**config.mk**
```make
export PLATFORM = sky130hd
export DESIGN_NAME = apb_sin_lut_bank
export DESIGN_NICKNAME = d
export VERILOG_FILES = /design/src/rtl/apb_sin_pkg.sv /design/src/rtl/apb_sin_channel.sv /design/src/rtl/apb_sin_lut_bank.sv
export SDC_FILE = /design/constraint.sdc
export NUM_CORES = 1
export LEC_CHECK = 0
export CORE_MARGIN = 2
export CORE_UTILIZATION = 45
export CTS_CLUSTER_SIZE = 24
export DETAILED_ROUTE_END_ITERATION = 7
export PLACE_DENSITY = 0.67
export RECOVER_POWER = 100
export REMOVE_ABC_BUFFERS = 1
export SYNTH_ARGS = -nofsm -noshare
export SYNTH_HDL_FRONTEND = slang
export SYNTH_SLANG_ARGS = --single-unit
```
**constraint.sdc**
```tcl
create_clock -name pclk -period 2.7 [get_ports pclk]
set_clock_uncertainty 0.05 [all_clocks]
set_input_delay 0.27 -clock pclk [delete_from_list [all_inputs] [get_ports pclk]]
set_output_delay 0.27 -clock pclk [all_outputs]
set_load 0.03 [all_outputs]
```
**src/rtl/apb_sin_pkg.sv**
```systemverilog
// Shared constants, FSM state type and sign-extension helper for the APB sine LUT bank.
package apb_sin_pkg;

  localparam logic [31:0] ID_VALUE      = 32'h5A1B_0002;
  localparam int          OFF_ID        = 'h000;
  localparam int          OFF_STATUS    = 'h004;
  localparam int          CH_BASE       = 'h100;
  localparam int          LUT_BASE      = 'h800;
  localparam logic [3:0]  CH_CTRL       = 4'h0;
  localparam logic [3:0]  CH_STEP       = 4'h4;
  localparam logic [3:0]  CH_RESULT     = 4'h8;
  localparam int          CTRL_AUTO_BIT = 16;

  typedef enum logic [1:0] {
    ST_IDLE = 2'd0,
    ST_WAIT = 2'd1,
    ST_DONE = 2'd2
  } apb_state_e;

  // v holds a zero-extended w-bit value; replicate bit w-1 into the upper bits.
  function automatic logic [31:0] sext32(input logic [31:0] v, input int w);
    sext32 = $signed(v << (32 - w)) >>> (32 - w);
  endfunction

endpackage

```
**src/rtl/apb_sin_channel.sv**
```systemverilog
// One readout channel: LUT index, step and auto-step flag with wrapping index advance.
module apb_sin_channel
  import apb_sin_pkg::*;
#(
  parameter int IDX_W = 3
) (
  input  logic             pclk,
  input  logic             preset,
  input  logic             ctrl_we,
  input  logic             step_we,
  input  logic             rd_step,
  input  logic [IDX_W-1:0] wr_index,
  input  logic             wr_auto,
  output logic [IDX_W-1:0] index,
  output logic [IDX_W-1:0] step,
  output logic             auto_mode
);

  always_ff @(posedge pclk) begin
    if (preset) begin
      index     <= '0;
      step      <= '0;
      auto_mode <= 1'b0;
    end else begin
      if (ctrl_we) begin
        index     <= wr_index;
        auto_mode <= wr_auto;
      end else if (rd_step && auto_mode) begin
        // IDX_W-bit add wraps modulo the LUT depth by construction.
        index <= index + step;
      end
      if (step_we) step <= wr_index;
    end
  end

endmodule

```
**src/rtl/apb_sin_lut_bank.sv**
```systemverilog
// APB3 slave: software-loaded sine LUT shared by NUM_CH index/step readout channels.
module apb_sin_lut_bank
  import apb_sin_pkg::*;
#(
  parameter int DATA_W      = 16,
  parameter int LUT_DEPTH   = 8,
  parameter int NUM_CH      = 2,
  parameter int WAIT_STATES = 0,
  parameter int ADDR_W      = 12
) (
  input  logic              pclk,
  input  logic              preset,
  input  logic [ADDR_W-1:0] paddr,
  input  logic [31:0]       pwdata,
  input  logic              psel,
  input  logic              penable,
  input  logic              pwrite,
  output logic              pready,
  output logic              pslverr,
  output logic [31:0]       prdata,
  output logic [1:0]        state_dbg
);

  // Handshake: setup cycle (psel=1, penable=0) is taken in IDLE; the access is
  // performed once penable=1 and the wait counter is exhausted, and pready is
  // high for exactly one cycle afterwards. Dropping psel before that aborts.

  localparam int IDX_W = $clog2(LUT_DEPTH);

  apb_state_e        state;
  logic [3:0]        cnt;
  logic              err_q;
  logic [DATA_W-1:0] lut [LUT_DEPTH];

  logic [ADDR_W-1:0] addr;
  logic [3:0]        ch_num, ch_reg;
  logic [7:0]        lut_slot;
  logic [IDX_W-1:0]  lut_idx;
  logic              is_id, is_status, ch_region, ch_hit, lut_region, lut_hit;
  logic              wr_field_bad, acc_err, do_access, wr_ok, rd_ok;
  logic [31:0]       rd_data;
  logic [IDX_W-1:0]  sel_index, sel_step;
  logic              sel_auto;

  logic [IDX_W-1:0]  ch_index [NUM_CH];
  logic [IDX_W-1:0]  ch_step  [NUM_CH];
  logic              ch_auto  [NUM_CH];
  logic [NUM_CH-1:0] ctrl_we, step_we, rd_step;
  logic              unused_ok;

  assign unused_ok  = &{1'b0, pwdata, paddr[1:0]};
  assign state_dbg  = state;
  assign addr       = {paddr[ADDR_W-1:2], 2'b00};
  assign ch_num     = addr[7:4];
  assign ch_reg     = addr[3:0];
  assign lut_slot   = addr[9:2];
  assign lut_idx    = lut_slot[IDX_W-1:0];
  assign is_id      = addr == ADDR_W'(OFF_ID);
  assign is_status  = addr == ADDR_W'(OFF_STATUS);
  assign ch_region  = addr[ADDR_W-1:8] == (ADDR_W-8)'(CH_BASE >> 8);
  assign ch_hit     = 32'(ch_num) < NUM_CH;
  assign lut_region = addr[ADDR_W-1:10] == (ADDR_W-10)'(LUT_BASE >> 10);
  assign lut_hit    = 32'(lut_slot) < LUT_DEPTH;
  assign wr_field_bad = |(pwdata[15:0] >> IDX_W);

  assign do_access = (state == ST_WAIT) && psel && penable && (cnt == 4'd0);
  assign wr_ok     = do_access && pwrite && !acc_err;
  assign rd_ok     = do_access && !pwrite && !acc_err;

  always_comb begin
    sel_index = '0;
    sel_step  = '0;
    sel_auto  = 1'b0;
    for (int c = 0; c < NUM_CH; c++) begin
      if (ch_num == 4'(c)) begin
        sel_index = ch_index[c];
        sel_step  = ch_step[c];
        sel_auto  = ch_auto[c];
      end
    end
  end

  always_comb begin
    rd_data = '0;
    acc_err = 1'b0;
    if (is_id) begin
      rd_data = ID_VALUE;
      acc_err = pwrite;
    end else if (is_status) begin
      rd_data = {8'd0, 8'(IDX_W), 8'(NUM_CH), 7'd0, err_q};
    end else if (ch_region && ch_hit) begin
      case (ch_reg)
        CH_CTRL: begin
          rd_data = 32'(sel_index) | (32'(sel_auto) << CTRL_AUTO_BIT);
          acc_err = pwrite && wr_field_bad;
        end
        CH_STEP: begin
          rd_data = 32'(sel_step);
          acc_err = pwrite && wr_field_bad;
        end
        CH_RESULT: begin
          rd_data = sext32(32'(lut[sel_index]), DATA_W);
          acc_err = pwrite;
        end
        default: acc_err = 1'b1;
      endcase
    end else if (lut_region && lut_hit) begin
      rd_data = sext32(32'(lut[lut_idx]), DATA_W);
    end else begin
      acc_err = 1'b1;
    end
  end

  for (genvar c = 0; c < NUM_CH; c++) begin : g_ch
    logic ch_sel;
    assign ch_sel     = ch_region && (ch_num == 4'(c));
    assign ctrl_we[c] = wr_ok && ch_sel && (ch_reg == CH_CTRL);
    assign step_we[c] = wr_ok && ch_sel && (ch_reg == CH_STEP);
    assign rd_step[c] = rd_ok && ch_sel && (ch_reg == CH_RESULT);

    apb_sin_channel #(.IDX_W(IDX_W)) u_ch (
      .pclk      (pclk),
      .preset    (preset),
      .ctrl_we   (ctrl_we[c]),
      .step_we   (step_we[c]),
      .rd_step   (rd_step[c]),
      .wr_index  (pwdata[IDX_W-1:0]),
      .wr_auto   (pwdata[CTRL_AUTO_BIT]),
      .index     (ch_index[c]),
      .step      (ch_step[c]),
      .auto_mode (ch_auto[c])
    );
  end

  always_ff @(posedge pclk) begin
    if (preset) begin
      for (int i = 0; i < LUT_DEPTH; i++) lut[i] <= '0;
    end else if (wr_ok && lut_region) begin
      lut[lut_idx] <= pwdata[DATA_W-1:0];
    end
  end

  always_ff @(posedge pclk) begin
    if (preset) begin
      state   <= ST_IDLE;
      cnt     <= 4'd0;
      pready  <= 1'b0;
      pslverr <= 1'b0;
      prdata  <= '0;
      err_q   <= 1'b0;
    end else begin
      case (state)
        ST_IDLE: begin
          if (psel && !penable) begin
            state <= ST_WAIT;
            cnt   <= 4'(WAIT_STATES);
          end
        end
        ST_WAIT: begin
          if (!psel) begin
            state <= ST_IDLE;
          end else if (penable) begin
            if (cnt != 4'd0) begin
              cnt <= cnt - 4'd1;
            end else begin
              pready  <= 1'b1;
              pslverr <= acc_err;
              prdata  <= (pwrite || acc_err) ? 32'd0 : rd_data;
              state   <= ST_DONE;
              if (acc_err) err_q <= 1'b1;
              else if (pwrite && is_status && pwdata[0]) err_q <= 1'b0;
            end
          end
        end
        ST_DONE: begin
          pready  <= 1'b0;
          pslverr <= 1'b0;
          prdata  <= '0;
          state   <= ST_IDLE;
        end
        default: state <= ST_IDLE;
      endcase
    end
  end

endmodule

```
After elaboration in Yosys (flattened, before gate mapping)
Memory sizes are Yosys's and may differ from the RTL's.
Index checks and enable logic that the tools add are counted.
Widths: inputs -> output; s select.
{"block": "word_totals", "memories": 1, "mem_bits_rw": 128, "output_inout_bits": 36, "register_bits": 55, "mem_bits_ro": 0, "latch_bits": 0}
{"memory": "lut", "words": 8, "word_bits": 16, "read_ports": 2, "rd_clocked_by_memory_dff": 0, "wr": 8, "line": "apb_sin_lut_bank.sv:33", "source": "logic [DATA_W-1:0] lut [LUT_DEPTH];"}
{"block": "op_classes", "n_shift": 0, "div": 0, "n_mux": 53, "reduce_logical": 50, "n_addsub": 3, "magnitude_cmp": 2, "n_mul": 0, "n_eq_ne": 15, "bitwise": 2}
{"operator": "$mux 32", "count": 8}
{"operator": "$pmux 32 s3", "count": 1}
{"operator": "$pmux 32 s2", "count": 1}
{"operator": "$logic_and 1x1->1", "count": 28}
{"operator": "$mux 3", "count": 9}
{"operator": "$mux 1", "count": 20}
{"operator": "$or 3x17->17", "count": 1}
{"operator": "$mux 16", "count": 1}
{"operator": "$mux 4", "count": 4}
{"operator": "$reduce_or 16->1", "count": 1}
{"operator": "$reduce_or 13->1", "count": 1}
{"operator": "$logic_not 12->1", "count": 1}
{"operator": "$logic_not 4->1", "count": 3}
{"operator": "$eq 10x1->1 const B", "count": 1}
{"operator": "$reduce_and 5->1", "count": 2}
{"operator": "$reduce_bool 2->1", "count": 5}
{"operator": "$eq 4x1->1 const B", "count": 2}
{"operator": "$lt 8x4->1 const B", "count": 1}
{"operator": "$mux 2", "count": 4}
{"operator": "$ne 2x2->1 const B", "count": 4}
{"operator": "$pmux 4 s2", "count": 1}
{"operator": "$add 3x3->3", "count": 2}
{"operator": "$eq 2x2->1 const B", "count": 3}
{"operator": "$ne 3x3->1 const B", "count": 2}
{"operator": "14 further kinds", "count": 19}

Depth between registers and ports, before layout
{"block": "logic_depth", "ltp_word": 14, "mapped_depth": 10}

By module
A second synthesis with hierarchy kept.
{"block": "hier_totals", "hier_cells": 794, "area_unflattened_um2": 9223.8}
{"mod": "apb_sin_lut_bank", "area_each_um2": 8603.3, "cells_each": 730, "instances": 1}
{"mod": "apb_sin_channel", "area_each_um2": 310.3, "cells_each": 32, "instances": 2}

Least setup slack after synthesis
Ideal clock, no wire load.
{"block": "synth_path", "path_type": "reg2reg", "start": "register cnt[0]", "end": "memory lut[5][0], enable pin", "required_time_ns": 2.277, "slack_ns": 0.027, "setup_time_ns": 0.373, "path_stages_with_launch": 10, "arrival_ns": 2.250, "path_cell_list": "dfxtp_1 > inv_1 > ha_1 > nor3b_1 > and2_1 > and3_4 > o21ai_4 > buf_6 > nor3_4 > or2_1"}
{"element": "start: declaration", "line": "apb_sin_lut_bank.sv:31", "source": "logic [3:0] cnt;"}
{"element": "start signal: assignment", "line": "apb_sin_lut_bank.sv:156", "source": "cnt <= 4'(WAIT_STATES);"}
{"element": "start signal: assignment", "line": "apb_sin_lut_bank.sv:164", "source": "cnt <= cnt - 4'd1;"}
{"element": "end: declaration", "line": "apb_sin_lut_bank.sv:33"}

Final worst setup path
{"block": "layout_path", "start": "input port paddr[7]", "end": "register prdata[12]"}
{"block": "layout_between", "elab_chain_len": 13, "word_cells_on_any_way": 26, "classes_between": "order compare (2); eq/ne (2); mux (16); reduce/logical (5); memory (1)"}
{"element": "start: declaration", "line": "apb_sin_lut_bank.sv:13", "source": "input logic [ADDR_W-1:0] paddr,"}
{"element": "$logic_not 4->1", "line": "apb_sin_lut_bank.sv:75", "source": "if (ch_num == 4'(c)) begin"}
{"element": "$mux 3 (2 in series)", "line": "apb_sin_lut_bank.sv:75"}
{"element": "$mem_v2 8x16"}
{"element": "$pmux 32 s3", "line": "apb_sin_lut_bank.sv:92", "source": "case (ch_reg)"}
{"element": "$mux 32", "line": "apb_sin_lut_bank.sv:91", "source": "end else if (ch_region && ch_hit) begin"}
{"element": "$mux 32", "line": "apb_sin_lut_bank.sv:89", "source": "end else if (is_status) begin"}
{"element": "$mux 32", "line": "apb_sin_lut_bank.sv:86", "source": "if (is_id) begin"}
{"element": "$mux 32 (*)", "line": "apb_sin_lut_bank.sv:168", "source": "prdata <= (pwrite || acc_err) ? 32'd0 : rd_data;"}
{"element": "$mux 32 (*)", "line": "apb_sin_lut_bank.sv:163", "source": "if (cnt != 4'd0) begin"}
{"element": "$mux 32 (*)", "line": "apb_sin_lut_bank.sv:162", "source": "end else if (penable) begin"}
{"element": "$mux 32 (*)", "line": "apb_sin_lut_bank.sv:160", "source": "if (!psel) begin"}
{"element": "$pmux 32 s2 (*)", "line": "apb_sin_lut_bank.sv:152", "source": "case (state)"}
{"element": "end signal: assignment", "line": "apb_sin_lut_bank.sv:168"}
{"element": "end: declaration", "line": "apb_sin_lut_bank.sv:20", "source": "output logic [31:0] prdata,"}
Every way passes the cells marked *; elsewhere a longest branch is shown, timed or not. The select of a mux whose other input is x is not followed.
A chain may end at the register's enable or synchronous reset.

==> results.sh <==
export IMPL_utilization_pct=55.4
export IMPL_antenna_found_initial=0
export IMPL_drv_cap=0
export IMPL_grt_pass1_wl_mm=42.6
export IMPL_swShare_pct=23.9
export IMPL_placedInstanceArea_sq_um=10900
export IMPL_ir_drop_v=0.000418
export IMPL_rsz0062_at_grt="no"
export IMPL_cp_start_kind="primary input"
export IMPL_place_inst=1165
export IMPL_p_comb_share_pct=8.4
export IMPL_drt_iter0_drc=744
export IMPL_ys_seq_area_share_pct=50.1
export IMPL_post_synth_fa_ha_maj_area_fraction_pct=0.963
export IMPL_synth_cell_types=71
export IMPL_leakage_nw=4.11
export IMPL_synth_area_per_cell_sq_um=11.9
export IMPL_synth_xor_area_share_pct=0.562
export IMPL_dp_hpwl_mm=18.5
export IMPL_clockRootBuffer="clkbuf_16"
export IMPL_worstSkewPairLatency_ns=0.43
export IMPL_synth_top_area_share_pct=41.1
export IMPL_critical_path_top_delay_family="buffers and inverters"
export IMPL_port_buffers=67
export IMPL_crit_fanout=11
export IMPL_setup_slack_ns=0.111
export IMPL_cp_arrival_ns=2.88
export IMPL_io_pins=85
export IMPL_antenna_cells=0
export IMPL_worst_path_max_delay_cell="dlygate4sd3_1"
export IMPL_ctsHoldBuffers=0
export IMPL_powerDensity_nw_per_um2=500
export IMPL_synthSimpleGateAreaFrac_pct=19.9
export IMPL_die_w_um=148
export IMPL_cts_resized_gates=0
export IMPL_post_layout_nonfiller_instances=1196
export IMPL_pre_cts_ws_ns=-0.208
export IMPL_clock_path_buffers=2
export IMPL_synth_flop_cell="edfxtp_1"
export IMPL_wl_mm=27.5
export IMPL_tightest_slew_ns=0.627
export IMPL_htreeDepth=4
export IMPL_hold_class="register to register"
export IMPL_met3_usage_pct=5.03
export IMPL_p_int_mw=4.28
export IMPL_cp_slowest_stage_delay_ns=0.58
export IMPL_yosys_top_cells_area="edfxtp_1, dfxtp_1, and2_1"
export IMPL_grt_ovfl_total=0
export IMPL_cts_sinks=170
export IMPL_ys_seq_elements=170
export IMPL_net_switching_power_mw=1.34
export IMPL_die_area_sq_um=22000
export IMPL_final_cell_mix="edfxtp_1, and2_1, buf_4"
export IMPL_syn2layout_area_growth_pct=20.2
export IMPL_hold_violations=0
export IMPL_synth_async_sr_flop_share_pct=0
export IMPL_critPathBufInv=3
export IMPL_endpoint_kind="register"
export IMPL_max_slew_margin_pct=57.1
export IMPL_start_util_pct=46.1
export IMPL_fmax_mhz=386
export IMPL_die_y_um=148
export IMPL_use_met2_pct=40.7
export IMPL_routed_via_density=6.06
export IMPL_crit_type="primary input to register"
export IMPL_fin_nets=969
export IMPL_firstDrtPassIters=5
export IMPL_synth_area_mux_share_pct=13.8
export IMPL_critPathRequiredTime_ns=2.99
export IMPL_synth_top_family_by_area="simple AND/OR/NAND/NOR gates"
export IMPL_grt_usage_pct=25.8
export IMPL_period_share_pct=95.9
export IMPL_gp_congestion=0.898
export IMPL_final_common_cell="edfxtp_1"
export IMPL_use_met1_pct=35.3
export IMPL_drive_gt1_share_pct=20.4
export IMPL_grt_max_degree=29
export IMPL_synth_area_leader_cell="edfxtp_1"
export IMPL_cp_cell_sequence="dlygate4sd3_1 > nor3_4 > o211ai_1 > clkbuf_4 > o21ai_1 > nand2_1 > or3_1 > buf_2 > o21ai_0"
export IMPL_p_seq_share_pct=51.9
export IMPL_setup_viol=0
export IMPL_cts_clk_slew_worst_paths_ns=0.07
export IMPL_num_rows=52
export IMPL_core_area_sq_um=20300
export IMPL_grt_pass1_vias=7308
export IMPL_cts_made_buffers=17
export IMPL_postCtsSetupRepairBufs=0
export IMPL_ant_nets=0
export IMPL_synth_edf_count=128
export IMPL_syn_cell_area_sq_um=9350
export IMPL_final_area_sq_um=11200
export IMPL_drc=0
export IMPL_power_mw=5.62
export IMPL_wl_per_cell_um=23.0
export IMPL_vias=7248
export IMPL_min_period_ns=2.59
export IMPL_final_max_slew_viol_count=0
export IMPL_synth_compound_area_share_pct=10.3
export IMPL_status="finished clean"
export IMPL_top_usage_layer="met2"
export IMPL_clock_power_share_pct=39.8
export IMPL_yosys_warnings=0
export IMPL_synthCells=788
export IMPL_cts_tree="built"
[Yosys cell counts, drive strengths merged, types with 5 or more instances]
cell type	n
edfxtp	128
clkbuf	18
nand2b	6
o21ai	43
a211oi	5
nor2	33
buf	43
or2	10
nand3	19
mux4	32
nand4	8
nor4	18
a21oi	22
inv	13
mux2i	51
nor2b	5
a221oi	21
dfxtp	42
nor3	13
o211ai	6
mux2	5
and2	123
a32oi	12
nand2	53
[kinds of logic (layout without fill, tap and decap cells)]
family,count (synthesis),after routing
simple gates,305,305
mux,88,88
fa+ha+maj,6,6
compound gates,139,139
flops,170,170
buf+inv,74,212
xor+xnor,6,6
[layout make-up]
cell class | count | area [sq um]
inverter | 13 | 48.8
fill | 1735 | 9050
multi-input combinational | 544 | 4230
clock inverter | 9 | 65.1
sequential | 170 | 4680
clock buffer | 22 | 454
tap | 270 | 338
timing repair buffer | 168 | 1430
[path summary, 6_finish.rpt]
kind                 start          to  slack (ns)  cells past startpoint
setup reg to reg    cnt[0]   lut[6][6]        0.16                      9
setup / recovery  paddr[7]  prdata[12]        0.11                      9
hold / removal     pslverr     pslverr        0.41                      1
hold reg to reg    pslverr     pslverr        0.41                      1
[power groups by stage]
stage	sequential [mW]	combinational (mW)	clock [mW]
after global placement	2.97	0.484	0
after CTS	2.91	0.492	2.26
final	2.92	0.470	2.24
after detailed placement	2.97	0.489	0
after global routing	2.92	0.500	2.36
after floorplan	2.96	0.201	0
[registers in the layout (all words and copies together), names as in the netlist]
register,cells
lut,128
prdata,19
g_ch.u_ch.index,6
g_ch.u_ch.step,6
cnt,4
g_ch.u_ch.auto_mode,2
state_dbg,2
err_q,1
pready,1
pslverr,1
[stage by stage]
step | TNS, ns | hold slack (ns)
5_1_grt | 0 | 0.426
3_5_place_dp | -32.53 | 0.399
2_1_floorplan | 0 | 0.289
4_1_cts | 0 | 0.396
6_report | 0 | 0.409
3_3_place_gp | -16.78 | 0.384
[routing by layer]
metal	vias up	wire, um
met4	0	936
met5	-	0
met2	424	12900
li1	3216	-
met3	67	2340
met1	3541	11400
Power figures use the tool's default switching activity.
